`src/rtl/mdu_iter.sv`:
```
// mdu_iter: iterative RISC-V M-extension multiply/divide unit.
//
// One operation at a time. Multiply is a radix-2 shift-add on operand
// magnitudes into a 2*XLEN product register. Divide is a restoring
// shift-subtract that produces one quotient bit per cycle. Every normal
// operation spends exactly XLEN cycles in CALC, including the W variants.
// Divide by zero and signed overflow skip CALC and go straight to DONE.
//
// Ports:
//   clk        clock, all state changes on the rising edge
//   rst        synchronous active-high reset
//   in_valid   op/word/opnum1/opnum2 valid this cycle
//   in_ready   high only in IDLE
//   op         funct3 (MUL..REMU)
//   word       RV64 W-variant select
//   opnum1     rs1 operand
//   opnum2     rs2 operand
//   out_valid  result valid (DONE state)
//   out_ready  downstream accepts the result
//   result     computed result, 0 whenever out_valid is low
//   busy       high whenever the state is not IDLE
module mdu_iter #(
  parameter int XLEN = 64
) (
  input  logic            clk,
  input  logic            rst,
  input  logic            in_valid,
  output logic            in_ready,
  input  logic [2:0]      op,
  input  logic            word,
  input  logic [XLEN-1:0] opnum1,
  input  logic [XLEN-1:0] opnum2,
  output logic            out_valid,
  input  logic            out_ready,
  output logic [XLEN-1:0] result,
  output logic            busy
);

  localparam int CW = $clog2(XLEN);

  typedef enum logic [1:0] {S_IDLE, S_CALC, S_DONE} state_t;

  state_t            r_state;
  logic              r_in_ready;
  logic              r_out_valid;
  logic              r_busy;
  logic [XLEN-1:0]   r_result;
  logic [XLEN-1:0]   r_opd;      // multiplicand magnitude, or divisor magnitude
  logic [2*XLEN-1:0] r_prod;     // mul: {partial product, multiplier}; div: {remainder, quotient}
  logic [CW-1:0]     r_cnt;
  logic              r_is_div;
  logic              r_hi;       // return the high half of the product
  logic              r_rem_sel;  // REM/REMU rather than DIV/DIVU
  logic              r_word;
  logic              r_neg_q;    // negate product / quotient
  logic              r_neg_r;    // negate remainder

  function automatic logic [XLEN-1:0] sext32(input logic [31:0] v);
    return {{(XLEN-32){v[31]}}, v};
  endfunction

  // ---------------------------------------------------------------------
  // Accept-side operand preparation (from the live inputs)
  // ---------------------------------------------------------------------
  logic            w_accept;
  logic            w_zext;
  logic            w_a_signed;
  logic            w_b_signed;
  logic            w_a_neg;
  logic            w_b_neg;
  logic            w_div0;
  logic            w_ovf;
  logic [XLEN-1:0] w_a_ext;
  logic [XLEN-1:0] w_b_ext;
  logic [XLEN-1:0] w_a_mag;
  logic [XLEN-1:0] w_b_mag;
  logic [XLEN-1:0] w_min;
  logic [XLEN-1:0] w_spec_raw;
  logic [XLEN-1:0] w_spec;

  always_comb begin
    w_accept = in_valid && r_in_ready;
    // Only DIVUW/REMUW zero-extend; every other W op sign-extends.
    w_zext   = word && op[2] && op[0];
    w_a_ext  = opnum1;
    w_b_ext  = opnum2;
    if (word) begin
      w_a_ext = w_zext ? {{(XLEN-32){1'b0}}, opnum1[31:0]} : sext32(opnum1[31:0]);
      w_b_ext = w_zext ? {{(XLEN-32){1'b0}}, opnum2[31:0]} : sext32(opnum2[31:0]);
    end

    if (op[2]) begin
      w_a_signed = !op[0];
      w_b_signed = !op[0];
    end else if (word) begin
      // Every W multiply behaves as MULW.
      w_a_signed = 1'b1;
      w_b_signed = 1'b1;
    end else begin
      // MUL's low half does not depend on signedness; treat it as signed.
      w_a_signed = (op[1:0] != 2'b11);
      w_b_signed = !op[1];
    end

    w_a_neg = w_a_signed && w_a_ext[XLEN-1];
    w_b_neg = w_b_signed && w_b_ext[XLEN-1];
    w_a_mag = w_a_neg ? -w_a_ext : w_a_ext;
    w_b_mag = w_b_neg ? -w_b_ext : w_b_ext;

    // Most negative value of the active domain, as seen after extension.
    w_min  = word ? {{(XLEN-31){1'b1}}, {31{1'b0}}} : {1'b1, {(XLEN-1){1'b0}}};
    w_div0 = op[2] && (w_b_ext == '0);
    w_ovf  = op[2] && !op[0] && (w_a_ext == w_min) && (&w_b_ext);

    if (w_div0) w_spec_raw = op[1] ? w_a_ext : {XLEN{1'b1}};
    else        w_spec_raw = op[1] ? {XLEN{1'b0}} : w_a_ext;
    w_spec = word ? sext32(w_spec_raw[31:0]) : w_spec_raw;
  end

  // ---------------------------------------------------------------------
  // One iteration step plus final sign/format of the result
  // ---------------------------------------------------------------------
  logic [XLEN:0]     w_sum;
  logic [XLEN:0]     w_diff;
  logic [2*XLEN-1:0] w_prod_next;
  logic [2*XLEN-1:0] w_prod_neg;
  logic [XLEN-1:0]   w_q;
  logic [XLEN-1:0]   w_r;
  logic [XLEN-1:0]   w_pick;
  logic [XLEN-1:0]   w_final;

  always_comb begin
    w_sum  = {1'b0, r_prod[2*XLEN-1:XLEN]} + {1'b0, r_opd};
    // Shifted partial remainder {rem, next dividend bit} minus divisor.
    w_diff = r_prod[2*XLEN-1:XLEN-1] - {1'b0, r_opd};
    if (r_is_div) begin
      // Restoring: keep the shifted value when the trial went negative.
      w_prod_next = w_diff[XLEN] ? {r_prod[2*XLEN-2:0], 1'b0}
                                 : {w_diff[XLEN-1:0], r_prod[XLEN-2:0], 1'b1};
    end else begin
      w_prod_next = r_prod[0] ? {w_sum, r_prod[XLEN-1:1]}
                              : {1'b0, r_prod[2*XLEN-1:1]};
    end

    w_prod_neg = r_neg_q ? -w_prod_next : w_prod_next;
    w_q = r_neg_q ? -w_prod_next[XLEN-1:0]      : w_prod_next[XLEN-1:0];
    w_r = r_neg_r ? -w_prod_next[2*XLEN-1:XLEN] : w_prod_next[2*XLEN-1:XLEN];

    if (r_is_div) w_pick = r_rem_sel ? w_r : w_q;
    else          w_pick = r_hi ? w_prod_neg[2*XLEN-1:XLEN] : w_prod_neg[XLEN-1:0];
    w_final = r_word ? sext32(w_pick[31:0]) : w_pick;
  end

  // ---------------------------------------------------------------------
  // FSM with registered outputs
  // ---------------------------------------------------------------------
  always_ff @(posedge clk) begin
    if (rst) begin
      r_state     <= S_IDLE;
      r_in_ready  <= 1'b1;
      r_out_valid <= 1'b0;
      r_busy      <= 1'b0;
      r_result    <= '0;
      r_opd       <= '0;
      r_prod      <= '0;
      r_cnt       <= '0;
      r_is_div    <= 1'b0;
      r_hi        <= 1'b0;
      r_rem_sel   <= 1'b0;
      r_word      <= 1'b0;
      r_neg_q     <= 1'b0;
      r_neg_r     <= 1'b0;
    end else begin
      case (r_state)
        S_IDLE: begin
          if (w_accept) begin
            r_is_div   <= op[2];
            r_hi       <= !word && (op[1:0] != 2'b00);
            r_rem_sel  <= op[1];
            r_word     <= word;
            r_neg_q    <= w_a_neg ^ w_b_neg;
            r_neg_r    <= w_a_neg;
            r_cnt      <= '0;
            r_in_ready <= 1'b0;
            r_busy     <= 1'b1;
            if (w_div0 || w_ovf) begin
              r_state     <= S_DONE;
              r_out_valid <= 1'b1;
              r_result    <= w_spec;
            end else begin
              r_state <= S_CALC;
              r_opd   <= op[2] ? w_b_mag : w_a_mag;
              r_prod  <= op[2] ? {{XLEN{1'b0}}, w_a_mag} : {{XLEN{1'b0}}, w_b_mag};
            end
          end
        end
        S_CALC: begin
          r_prod <= w_prod_next;
          r_cnt  <= r_cnt + 1'b1;
          if (r_cnt == CW'(XLEN-1)) begin
            r_state     <= S_DONE;
            r_out_valid <= 1'b1;
            r_result    <= w_final;
          end
        end
        S_DONE: begin
          if (out_ready) begin
            r_state     <= S_IDLE;
            r_out_valid <= 1'b0;
            r_result    <= '0;
            r_in_ready  <= 1'b1;
            r_busy      <= 1'b0;
          end
        end
        default: begin
          r_state     <= S_IDLE;
          r_in_ready  <= 1'b1;
          r_out_valid <= 1'b0;
          r_busy      <= 1'b0;
          r_result    <= '0;
        end
      endcase
    end
  end

  assign in_ready  = r_in_ready;
  assign out_valid = r_out_valid;
  assign result    = r_result;
  assign busy      = r_busy;

endmodule

```
`config.mk`:
```
export PLATFORM = sky130hd
export DESIGN_NAME = mdu_iter
export DESIGN_NICKNAME = d
export VERILOG_FILES = /design/src/rtl/mdu_iter.sv
export SDC_FILE = /design/constraint.sdc
export NUM_CORES = 2
export LEC_CHECK = 0
export CELL_PAD_IN_SITES_DETAIL_PLACEMENT = 1
export CELL_PAD_IN_SITES_GLOBAL_PLACEMENT = 1
export CORE_MARGIN = 2
export CORE_UTILIZATION = 45
export DETAILED_ROUTE_END_ITERATION = 12
export PLACE_DENSITY = 0.81
export SKIP_CTS_REPAIR_TIMING = 1
export SKIP_LAST_GASP = 1
export SLEW_MARGIN = 10
export SYNTH_ARGS = -nofsm -noshare
export SYNTH_HDL_FRONTEND = slang
export SYNTH_SLANG_ARGS = --single-unit
export TNS_END_PERCENT = 1
```
`constraint.sdc`:
```
create_clock -name clk -period 8.34 [get_ports clk]
set_input_delay 1.668 -clock clk [delete_from_list [all_inputs] [get_ports clk]]
set_output_delay 1.668 -clock clk [all_outputs]
set_load 0.02 [all_outputs]
```
Word-level counts from Yosys, hierarchy flattened
Index checks and enable logic that the tools add are counted.

Equality and inequality tests: 10. Reduce and logical (&&, ||, !) cells: 26. Bitwise gates (word level): 3. $add $sub $neg: 8. Mux-type cells: 52.

Operators with widths (count): $mux 64 (22); $mux 128 (6); $neg 64->64 (4); $pmux 128 s2 (1); $pmux 64 s3 (1); $neg 128->128 (1); $add 64x64->65 (1); $sub 65x64->65 (1); $eq 64x64->1 (1); $logic_not 64->1 (1); $reduce_and 64->1 (1); $mux 63 (1); $ne 2x2->1 const B (6); $pmux 6 s2 (1); $reduce_and 3->1 (4); $mux 1 (11); $logic_and 1x1->1 (10); $pmux 1 s3 (3); $mux 2 (4); $add 6x1->6 const B (1); $eq 6x6->1 const B (1); $mux 6 (1); $pmux 2 s3 (1); $reduce_and 2->1 (2); 9 further kinds (13).

Flip-flop bits (word level): 273. Output and inout port bits: 67. Word-level logic and storage cells: 113. Input bits: 136.

Logic depth before layout (Yosys ltp)
Depth in word-level cells: 11. Depth in mapped cells: 33. Mapped depth without buffers: 29.

Worst setup path before layout
OpenSTA, ideal clock, no wires.

Path kind: reg-to-reg. Start point: reg r_prod[63]. End point: reg r_result[62], in the netlist result[62]. Arrival time: 6.115 ns. Buffers on the path: 3. Setup slack: 2.103 ns. Required time: 8.218 ns. Period minus slack after synthesis: 6.237 ns. Cell stages (with the launch flop): 32. Setup time: 0.122 ns. Path through: dfxtp_1 inv_1 ha_1 fa_1 nand2b_1 a21oi_1 o211ai_1 o211a_1 a21o_4 a31oi_1 buf_2 nor2_4 buf_2 nand2_1 o21ai_0 inv_1 ha_1 o21ai_0 nor3_1 and3_1 and3_1 clkbuf_1 nand2_1 nor2_1 nand3_1 or2_0 nor4_1 nand2b_1 o31ai_1 mux2i_1 o211ai_1 a221o_1.

Cells in the longest elaborated chain, start to end: 10. Elaborated cells between the ends (all ways): 16. Those cells by class: add/sub (4); mux (12).

RTL lines: start: declaration (RTL line 49) `logic [2*XLEN-1:0] r_prod;`; start signal: assignment (RTL line 193) `r_prod <= op[2] ? {{XLEN{1'b0}}, w_a_mag} : {{XLEN{1'b0}}, w_b_mag};`; start signal: assignment (RTL line 198) `r_prod <= w_prod_next;`; $sub 65x64->65 (RTL line 135) `w_diff = r_prod[2*XLEN-1:XLEN-1] - {1'b0, r_opd};`; $mux 128 (RTL line 138) `w_prod_next = w_diff[XLEN] ? {r_prod[2*XLEN-2:0], 1'b0}`; $mux 128 * (RTL line 136) `if (r_is_div) begin`; $neg 128->128 (tied with other cells) (RTL line 145) `w_prod_neg = r_neg_q ? -w_prod_next : w_prod_next;`; $mux 128 (tied with other cells) (RTL line 145); $mux 64 (on tied branches) (RTL line 150, 149); $mux 64 * (RTL line 149) `if (r_is_div) w_pick = r_rem_sel ? w_r : w_q;`; $mux 64 * (RTL line 151) `w_final = r_word ? sext32(w_pick[31:0]) : w_pick;`; $mux 64 * (RTL line 200) `if (r_cnt == CW'(XLEN-1)) begin`; $pmux 64 s3 * (RTL line 174) `case (r_state)`; end signal: assignment (RTL line 189) `r_result <= w_spec;`; end signal: assignment (RTL line 203) `r_result <= w_final;`; end: declaration (RTL line 47) `logic [XLEN-1:0] r_result;`.

Mark *: on every way between the ends. The rest lies on a longest branch, timed or not. The select of a mux whose other input is x is not followed. A chain may end at the register's enable or synchronous reset.

Worst setup path in the final report
Same ends and word-level chain as after synthesis.

==> results.json <==
{
  "min_period_ns": 7.44,
  "route.detailed.drc": 0,
  "synth_edf_count": 0,
  "ys_seq_elements": 273,
  "dieHeight_um": 282,
  "synth_top_family_by_area": "compound AO/OA/AOI/OAI gates",
  "fin_area_um2": 38700,
  "p_leak_nw": 14.0,
  "finalCritPeriodShare": 0.892,
  "cp-start-kind": "flip-flop",
  "ant_nets": 0,
  "grt_max_degree": 129,
  "cts_tree": "yes",
  "cap_viol_max_count": 1,
  "clock_latency_ns": 0.58,
  "p_comb_frac": 0.648,
  "syn_area_um2": 34700,
  "internal_power_mw": 4.67,
  "groute.usage.overall": 0.444,
  "dominantRegCellSynth": "dfxtp_1",
  "synth_xor_area_frac": 0.0814,
  "ir_drop_uv": 133,
  "h-tree-depth": 2,
  "yosys.area_share.simple": 0.272,
  "setup_viol": 0,
  "slew_violations": 0,
  "numClockSinks": 273,
  "clock-root-buffer": "clkbuf_16",
  "drt-total-wl_um": 182000,
  "criticalPathCategory": "reg2reg",
  "start_util": 0.456,
  "async_flop_share": 0,
  "pwr-share-clk": 0.171,
  "cp_slowest_stage_delay_ns": 0.76,
  "hp-class": "reg2reg",
  "grt_overflow_total": 0,
  "final_nets": 5385,
  "worst-path-buf-inv": 2,
  "synth_fa_ha_area_frac": 0.0633,
  "num_rows": 101,
  "diodes": 0,
  "crit_path_max_fanout": 7,
  "grt_pass1_wl_um": 269000,
  "crit_path_end_kind": "flip-flop",
  "vias_per_cell": 7.01,
  "die_area_um2": 79400,
  "hold_viol_final": 0,
  "die_w_um": 282,
  "synth_compound_area_frac": 0.329,
  "firstDrtPassIters": 7,
  "synth_cell_types": 125,
  "dp.cells": 6104,
  "critical-path-top-delay-family": "simple AND/OR/NAND/NOR gates",
  "setup_slack_ns": 0.899,
  "path_clk_slew_ns": 0.06,
  "fmax_mhz": 134,
  "worstMarginPinSlew_ns": 1.45,
  "rsz0062_at_grt": "false",
  "avgSynthCellArea_um2": 6.76,
  "fin_cells": 6171,
  "worst_path_max_delay_cell": "nor4_1",
  "gp_congestion": 1.03,
  "drive_above_1_share": 0.0617,
  "power_mw": 10.4,
  "place_ws_ns": 0.785,
  "io_buffers": 202,
  "ios": 203,
  "p_switching_mw": 5.71,
  "outcome": "finished, violations left",
  "via_count": 43200,
  "place_hpwl_um": 140000,
  "worstPathArrival_ns": 7.91,
  "ys_warn_count": 0,
  "drt_iter0_drc": 5429,
  "antenna_found_initial": 2,
  "pwr-share-seq": 0.182,
  "fin_tns_setup_ns": 0,
  "numCtsBuffers": 37,
  "relSlewSlack": 0.00526,
  "cts.path.max_buffers": 3,
  "ys_seq_area_frac": 0.157,
  "routedWlPerCell_um": 29.4,
  "cp.required_ns": 8.81,
  "dpl_cell_area_um2": 37400,
  "synthCells": 5135,
  "synthesis.nets": 5407,
  "switching_share": 0.550,
  "violations": "max-capacitance violations",
  "grt_pass1_vias": 41700,
  "skew_ns": 0.0355,
  "synthMuxAreaShare": 0.0375,
  "core_area_um2": 76200,
  "syn_to_final_growth_pct": 11.3,
  "p_per_area_nw_per_um2": 269
}
kinds of logic after synthesis:
| logic type | count (synthesis) |
|---|---|
| multiplexers | 128 |
| AO/OA/AOI/OAI | 1736 |
| buffers and inverters | 504 |
| AND/OR/NAND/NOR | 1987 |
| XOR/XNOR | 323 |
| adder cells (fa/ha/maj) | 184 |
| flip-flops | 273 |
layer usage:
metal | routed length (um) | GRT usage
met1 | 72200 | 0.590
met2 | 76100 | 0.660
met3 | 21200 | 0.0962
met4 | 12100 | 0.255
met5 | 13 | 0
power groups by stage:
stage	combinational (mW)	sequential (mW)	clock (mW)
3_3_place_gp	6.28	1.87	0
5_1_grt	7.06	1.89	1.81
6_report	6.72	1.89	1.77
2_1_floorplan	4.18	1.77	0
4_1_cts	6.44	1.86	1.77
3_5_place_dp	6.37	1.88	0
state kept, by name, indices dropped and copies added (netlist names):
name       cells
r_prod       128
r_opd         64
r_is_div       1
r_rem_sel      1
r_state        2
r_cnt          6
busy           1
r_word         1
result        64
r_neg_r        1
in_ready       1
r_hi           1
r_neg_q        1
out_valid      1
worst min-delay path: stages, from the launching register on:
cell	delay, ns
dfxtp_1	0.33
nand2_1	0.05
o221ai_1	0.06
Yosys cell counts, types with 19 or more instances:
cell | n | area (um2)
a31oi_1 | 65 | 407
mux2i_1 | 111 | 1110
nand4_1 | 93 | 582
or2_2 | 26 | 163
a22oi_1 | 69 | 518
nand2_1 | 508 | 1910
ha_1 | 134 | 1680
nor2b_1 | 42 | 263
nor3_1 | 176 | 881
nor2_1 | 709 | 2660
or3_1 | 53 | 332
o21ai_1 | 21 | 105
o41ai_1 | 19 | 166
and3_1 | 31 | 194
nor4_1 | 47 | 294
o31ai_1 | 63 | 473
a21o_1 | 64 | 480
xnor2_1 | 160 | 1400
buf_1 | 38 | 143
o21ai_0 | 367 | 1840
or4_1 | 29 | 218
a21oi_1 | 477 | 2390
o211ai_1 | 81 | 608
o221ai_1 | 21 | 184
buf_2 | 47 | 235
and2_1 | 24 | 150
dfxtp_1 | 273 | 5470
xor2_1 | 163 | 1430
clkbuf_1 | 261 | 980
maj3_1 | 48 | 480
nand3_1 | 100 | 500
inv_1 | 134 | 503
a221oi_1 | 76 | 666
a311oi_1 | 23 | 201
a211oi_1 | 125 | 938
o21a_1 | 44 | 330
nand2b_1 | 40 | 250
cell usage in the layout (no fill, tap or decap), types with 93 or more instances in the layout:
cell type and count:
nand2_1 508, o21ai_0 366, buf_4 101, a21oi_1 477, a211oi_1 125, nor2_1 705
nor3_1 175, inv_1 133, clkdlybuf4s50_1 199, nand4_1 93, ha_1 134, mux2i_1 111
nand3_1 100, xnor2_1 160, xor2_1 163, dfxtp_1 267
worst paths after layout:
check                           from                      end  slack, ns  cells after the start
max          r_prod[63]$_SDFFE_PP0P_  result[62]$_SDFFE_PP0P_       0.90                     28
max reg2reg  r_prod[63]$_SDFFE_PP0P_  result[62]$_SDFFE_PP0P_       0.90                     28
min          result[30]$_SDFFE_PP0P_  result[30]$_SDFFE_PP0P_       0.48                      2
min reg2reg  result[30]$_SDFFE_PP0P_  result[30]$_SDFFE_PP0P_       0.48                      2
cell type report:
cell class              count  area [um2]
clock inverters            21         270
fillers                  9960       37500
multi-input cells        4358       27300
repair buffers            304        2810
well taps                1030        1290
inverters                 139         522
flip-flops and latches    273        5480
clock buffers              46        1030
through the flow:
stage | hold slack, ns | util
6_report | 0.484 | 0.507
3_3_place_gp | 0.456 | 0.490
2_1_floorplan | 0.449 | -
5_1_grt | 0.510 | 0.507
3_5_place_dp | 0.455 | 0.490
4_1_cts | 0.482 | 0.507
Power figures use the tool's default switching activity.
